===== src/rtl/tmr_err_monitor.sv =====
// tmr_err_monitor
//   Consumes the tmrErr flags of the triplicated-register majority voters.
//   Provides:
//     - per-voter sticky error status;
//     - a saturating error-event counter;
//     - a level interrupt;
//     - a scrub request raised when voter disagreement persists.
//
// Parameters
//   NUM_VOTERS     number of voter tmrErr inputs (1..32)
//   CNT_WIDTH      width of the error-event counter
//   PERSIST_CYCLES consecutive error cycles that trigger a scrub request (>=1)
//   HOLDOFF_CYCLES cycles after scrub ack with persistence detection off (>=1)
//
// Ports
//   clk           in   sole clock, rising edge
//   rst_n         in   asynchronous active-low reset
//   tmr_err_i     in   one tmrErr flag per voter (combinational from voters)
//   clr_i         in   synchronous clear of counter, saturation and sticky bits
//   scrub_ack_i   in   scrub controller acknowledges the request
//   err_sticky_o  out  per-voter sticky error flags
//   err_count_o   out  error-event count (saturating)
//   count_sat_o   out  counter has reached its maximum
//   irq_o         out  level interrupt, OR of err_sticky_o
//   scrub_req_o   out  scrub request, held until acknowledged
module tmr_err_monitor #(
  parameter int unsigned NUM_VOTERS     = 4,
  parameter int unsigned CNT_WIDTH      = 16,
  parameter int unsigned PERSIST_CYCLES = 3,
  parameter int unsigned HOLDOFF_CYCLES = 8
) (
  input  logic                  clk,
  input  logic                  rst_n,
  input  logic [NUM_VOTERS-1:0] tmr_err_i,
  input  logic                  clr_i,
  input  logic                  scrub_ack_i,
  output logic [NUM_VOTERS-1:0] err_sticky_o,
  output logic [CNT_WIDTH-1:0]  err_count_o,
  output logic                  count_sat_o,
  output logic                  irq_o,
  output logic                  scrub_req_o
);

  localparam int unsigned PCNT_W = (PERSIST_CYCLES > 1) ? $clog2(PERSIST_CYCLES) : 1;
  localparam int unsigned HCNT_W = (HOLDOFF_CYCLES > 1) ? $clog2(HOLDOFF_CYCLES) : 1;

  localparam logic [CNT_WIDTH-1:0] CNT_MAX      = '1;
  localparam logic [PCNT_W-1:0]    PCNT_LAST    = PCNT_W'(PERSIST_CYCLES - 1);
  localparam logic [HCNT_W-1:0]    HCNT_LAST    = HCNT_W'(HOLDOFF_CYCLES - 1);
  localparam bit                   PERSIST_ONE  = (PERSIST_CYCLES == 1);

  typedef enum logic [1:0] {
    ST_IDLE,
    ST_COUNT,
    ST_REQ,
    ST_HOLDOFF
  } state_e;

  // Input stage and history
  logic [NUM_VOTERS-1:0] err_q, err_d;
  logic [NUM_VOTERS-1:0] err_qq, err_qq_d;

  // Status
  logic [NUM_VOTERS-1:0] sticky_q, sticky_d;
  logic [CNT_WIDTH-1:0]  count_q, count_d;
  logic                  sat_q, sat_d;
  logic                  irq_q, irq_d;

  // Scrub FSM
  state_e                state_q, state_d;
  logic [PCNT_W-1:0]     pcnt_q, pcnt_d;
  logic [HCNT_W-1:0]     hcnt_q, hcnt_d;
  logic                  scrub_req_q, scrub_req_d;

  logic                  any_err;
  logic                  err_event;

  assign any_err   = |err_q;
  // An event is any voter flag rising; several simultaneous rises count once.
  assign err_event = |(err_q & ~err_qq);

  // Datapath next state
  always_comb begin
    err_d    = tmr_err_i;
    err_qq_d = err_q;

    // Sticky set takes priority over clear.
    if (clr_i) begin
      sticky_d = err_q;
    end else begin
      sticky_d = sticky_q | err_q;
    end
    irq_d = |sticky_d;

    // A clear coinciding with an event restarts the count at 1.
    count_d = count_q;
    if (clr_i) begin
      count_d = err_event ? CNT_WIDTH'(1) : '0;
    end else if (err_event && (count_q != CNT_MAX)) begin
      count_d = count_q + CNT_WIDTH'(1);
    end
    sat_d = (count_d == CNT_MAX);
  end

  // Scrub FSM next state
  always_comb begin
    state_d = state_q;
    pcnt_d  = pcnt_q;
    hcnt_d  = hcnt_q;

    unique case (state_q)
      ST_IDLE: begin
        if (any_err) begin
          if (PERSIST_ONE) begin
            state_d = ST_REQ;
          end else begin
            state_d = ST_COUNT;
            pcnt_d  = PCNT_W'(1);
          end
        end
      end

      ST_COUNT: begin
        if (!any_err) begin
          state_d = ST_IDLE;
          pcnt_d  = '0;
        end else if (pcnt_q == PCNT_LAST) begin
          state_d = ST_REQ;
          pcnt_d  = '0;
        end else begin
          pcnt_d  = pcnt_q + PCNT_W'(1);
        end
      end

      ST_REQ: begin
        if (scrub_ack_i) begin
          state_d = ST_HOLDOFF;
          hcnt_d  = '0;
        end
      end

      ST_HOLDOFF: begin
        if (hcnt_q == HCNT_LAST) begin
          state_d = ST_IDLE;
          hcnt_d  = '0;
        end else begin
          hcnt_d  = hcnt_q + HCNT_W'(1);
        end
      end

      default: begin
        state_d = ST_IDLE;
        pcnt_d  = '0;
        hcnt_d  = '0;
      end
    endcase

    // Registered decode of the next state keeps the request glitch-free and
    // lets it drop on the same edge that samples the acknowledge.
    scrub_req_d = (state_d == ST_REQ);
  end

  always_ff @(posedge clk or negedge rst_n) begin
    if (!rst_n) begin
      err_q       <= '0;
      err_qq      <= '0;
      sticky_q    <= '0;
      count_q     <= '0;
      sat_q       <= 1'b0;
      irq_q       <= 1'b0;
      state_q     <= ST_IDLE;
      pcnt_q      <= '0;
      hcnt_q      <= '0;
      scrub_req_q <= 1'b0;
    end else begin
      err_q       <= err_d;
      err_qq      <= err_qq_d;
      sticky_q    <= sticky_d;
      count_q     <= count_d;
      sat_q       <= sat_d;
      irq_q       <= irq_d;
      state_q     <= state_d;
      pcnt_q      <= pcnt_d;
      hcnt_q      <= hcnt_d;
      scrub_req_q <= scrub_req_d;
    end
  end

  assign err_sticky_o = sticky_q;
  assign err_count_o  = count_q;
  assign count_sat_o  = sat_q;
  assign irq_o        = irq_q;
  assign scrub_req_o  = scrub_req_q;

endmodule


===== config.mk =====
export PLATFORM = sky130hd
export DESIGN_NAME = tmr_err_monitor
export DESIGN_NICKNAME = d
export VERILOG_FILES = /design/src/rtl/tmr_err_monitor.sv
export SDC_FILE = /design/constraint.sdc
export NUM_CORES = 1
export LEC_CHECK = 0
export CAP_MARGIN = 25
export CELL_PAD_IN_SITES_DETAIL_PLACEMENT = 0
export CELL_PAD_IN_SITES_GLOBAL_PLACEMENT = 1
export CORE_ASPECT_RATIO = 1.75
export CORE_MARGIN = 1
export CORE_UTILIZATION = 41
export CTS_CLUSTER_DIAMETER = 60
export DETAILED_ROUTE_END_ITERATION = 12
export MAX_ROUTING_LAYER = met4
export PLACE_DENSITY = 0.78
export SETUP_SLACK_MARGIN = 0.1
export SLEW_MARGIN = 10
export SYNTH_ARGS = -nofsm -noshare
export SYNTH_HDL_FRONTEND = slang
export SYNTH_SLANG_ARGS = --single-unit

===== constraint.sdc =====
create_clock -name clk -period 3 [get_ports clk]
set_input_delay 0.6 -clock clk [delete_from_list [all_inputs] [get_ports clk]]
set_output_delay 0.6 -clock clk [all_outputs]
set_load 0.005 [all_outputs]

==> impl_metrics.tcl <==
set metrics [dict create \
    rows 31 \
    setup_slack_ns 0.497 \
    hold_depth 0 \
    synth_cell_types 43 \
    crit_required_ns 3.19 \
    wl_um 4250 \
    busiest_layer "met2" \
    clk_latency_ns 0.29 \
    core-area_um2 4190 \
    antenna_cells 0 \
    crit_family "simple AND/OR/NAND/NOR gates" \
    wire_per_inst_um 16.7 \
    r2r_cells 8 \
    synth.cell_area_um2 1820 \
    nets 215 \
    r2r_start "err_count_o[0]$_DFF_PN0_" \
    crit_type "reg -> reg" \
    dieHeight_um 90.1 \
    timing.slew.headroom_pct 47.5 \
    place_congestion 0.846 \
    ios 31 \
    ys.flop_type "dfrtp_1" \
    clock_path_buffers 2 \
    nFillCells 388 \
    grt_pass1_vias 1519 \
    critPathCaptureType "register" \
    die_w_um 52.4 \
    hold_path_end "err_qq[1]$_DFF_PN0_" \
    vias 1486 \
    post-place-ws_ns 0.535 \
    crit_chain "ha_1 -> nand3_2 -> nor4_4 -> buf_4 -> nor4b_4 -> xnor2_1 -> or4_4 -> nor4_2" \
    clkTransAtPathRegs_ns 0.07 \
    fin_crit_sh_pct 83.4 \
    synthArstFlopShare_pct 100 \
    leakage_nw 0.920 \
    clock.fmax_ghz 0.399 \
    power_mw 1.41 \
    viasPerCell 5.85 \
    worstSetupPathDepth 8 \
    grt_max_degree 39 \
    reg2reg_setup_slack_ns 0.50 \
    cp_slowest_cell "or4_4" \
    overflow 0 \
    cts_buffers 5 \
    setup_violations 0 \
    setup_tns_ns 0 \
    hp-class "reg -> reg" \
    cts_hold_buf 0 \
    grt_first_pass_wirelength_um 7110 \
    drive_gt1_share_pct 9.76 \
    fin_skew_ns 0.00238 \
    crit_fanout 12 \
    cts_resized 0 \
    power-per-cell-area_nw_per_um2 613 \
    ys_ff_latch 38 \
    synth-edff-count 0 \
    crit_buf_inv 1 \
    cts_tree "yes" \
    avgSynthCellArea_um2 10.6 \
    antenna_found_initial 0 \
    syn_to_final_growth_pct 26.2 \
    grt_usage_pct 20.9 \
    design.die.area_um2 4720 \
    hpwl_um 3290 \
    crit_path_max_incr_delay_ns 0.49 \
    post-cts-setup-buffers 0 \
    start_util_pct 43.4 \
    status "finished clean" \
    hp-start "err_q[1]$_DFF_PN0_" \
    htree_levels 2 \
    met3_usage_pct 4.23 \
    cts_sinks 38 \
    worst_pin_slew_ns 0.781 \
    first_iter_violations 58 \
    crit_start "err_count_o[0]$_DFF_PN0_" \
    drc 0 \
    drv_slew 0 \
    yosysSeqAreaShare_pct 52.3 \
    met2_usage_pct 35.9 \
    clock_tree.root_cell "clkbuf_8" \
    postSynthNetCount 182 \
    numPortBuffers 30 \
    rsz0062_at_grt "no" \
    yosys_warnings 0 \
    r2r-end "count_sat_o$_DFF_PN0_" \
    arrival_ns 2.70 \
    hold_viol_final 0 \
    met1_usage_pct 20.5 \
    min_period_ns 2.50 \
    maxCapViolCount 0 \
    syn_inst 171 \
    drtAntennaViolNets 0 \
    dr.pass1.iters 5 \
    startpoint_type "register" \
    ir_drop_mv 0.692 \
]
==> cell usage in the layout (no fill, tap or decap), types with 2 or more instances in the layout <==
master,netlist,final
nand4_1,8,8
nor4_1,5,5
a32o_1,3,3
bufinv_16,0,2
ha_1,3,3
dfrtp_1,38,38
nor2_1,16,16
nand2b_1,4,4
or3_1,2,2
nor3_1,7,7
o211ai_1,2,2
or4_1,2,2
buf_4,1,3
nand3_1,5,5
a21oi_1,8,8
a21o_1,4,4
xor2_1,3,3
a41oi_1,2,2
xnor2_1,6,6
nor4_2,2,2
and3_1,2,2
inv_1,3,3
o21ai_0,7,7
nand2_1,12,12
nor2b_1,3,3
clkdlybuf4s50_1,0,30
clkbuf_8,0,5
==> how the worst max path moves through the flow <==
| stage | endpoint |
|---|---|
| after floorplan | count_sat_o$_DFF_PN0_ |
| after global placement | count_sat_o$_DFF_PN0_ |
| after detailed placement | count_sat_o$_DFF_PN0_ |
| after CTS | count_sat_o$_DFF_PN0_ |
| after global routing | count_sat_o$_DFF_PN0_ |
| final | count_sat_o$_DFF_PN0_ |
==> final cells by class <==
class                   count  area (µm²)  share of cell area (%)
clock buffers               5        68.8                    3.00
clock inverters             3        68.8                    3.00
inverters                   3        11.3                   0.490
multi-input cells         123         812                    35.4
flip-flops and latches     38         951                    41.4
well taps                  49        61.3                    2.67
repair buffers             33         323                    14.1
==> per-layer routing <==
metal	share of wire, %	vias up	wire, µm
li1	-	697	-
met1	34	717	1450
met2	57	57	2440
met3	4.0	15	171
met4	4.4	0	189
met5	0	-	0
==> worst reg2reg max path, delay by kind of cell, from the launching register on <==
family	cells	cell delay, ns
adder cells (fa/ha/maj)	1	0.29
buffers and inverters	1	0.24
flip-flops	1	0.47
XOR/XNOR	1	0.15
AND/OR/NAND/NOR	5	1.28
==> flip-flops by register name, indices dropped and copies added, names as in the netlist <==
| register | count |
|---|---|
| err_count_o | 16 |
| err_q | 4 |
| err_qq | 4 |
| err_sticky_o | 4 |
| hcnt_q | 3 |
| pcnt_q | 2 |
| state_q | 2 |
| count_sat_o | 1 |
| irq_o | 1 |
| scrub_req_o | 1 |
==> synthesized netlist by cell type (2+ instances only) <==
cell type | number | share of area (%)
nand2_1 | 12 | 2.5
nand3_1 | 5 | 1.4
nor2b_1 | 3 | 1.0
nor3_1 | 7 | 1.9
nor4_1 | 5 | 1.7
xor2_1 | 3 | 1.4
nand2b_1 | 4 | 1.4
a21o_1 | 4 | 1.7
nor4_2 | 2 | 1.4
buf_6 | 2 | 1.2
nand4_1 | 8 | 2.8
clkbuf_1 | 4 | 0.83
ha_1 | 3 | 2.1
o211ai_1 | 2 | 0.83
a32o_1 | 3 | 1.7
inv_1 | 3 | 0.62
nor2_1 | 16 | 3.3
or4_1 | 2 | 0.83
dfrtp_1 | 38 | 52
or3_1 | 2 | 0.69
and3_1 | 2 | 0.69
a41oi_1 | 2 | 0.96
a21oi_1 | 8 | 2.2
xnor2_1 | 6 | 2.9
o21ai_0 | 7 | 1.9
==> stage by stage <==
| step | util [%] | hold slack, ns | cell area [µm²] | std cells |
|---|---|---|---|---|
| 6_report | 54.8 | 0.451 | 2300 | 254 |
| 3_3_place_gp | 51.5 | 0.435 | 2160 | 246 |
| 2_1_floorplan | - | 0.304 | 1820 | 171 |
| 4_1_cts | 54.8 | 0.454 | 2300 | 254 |
| 5_1_grt | 54.8 | 0.472 | 2300 | 254 |
| 3_5_place_dp | 51.5 | 0.435 | 2160 | 246 |
==> kinds of logic after synthesis <==
logic type	Yosys count	share of synthesized area, %
AO/OA/AOI/OAI	33	12.2
flip-flops	38	52.3
XOR/XNOR	9	4.33
AND/OR/NAND/NOR	78	26.1
buffers and inverters	10	3.09
adder cells (fa/ha/maj)	3	2.06
==> where the power goes <==
group          switching (mW)  internal [mW]
logic                   0.115          0.128
registers              0.0763          0.577
clock network           0.179          0.333
Note: power is estimated with default switching activity, not from simulation.
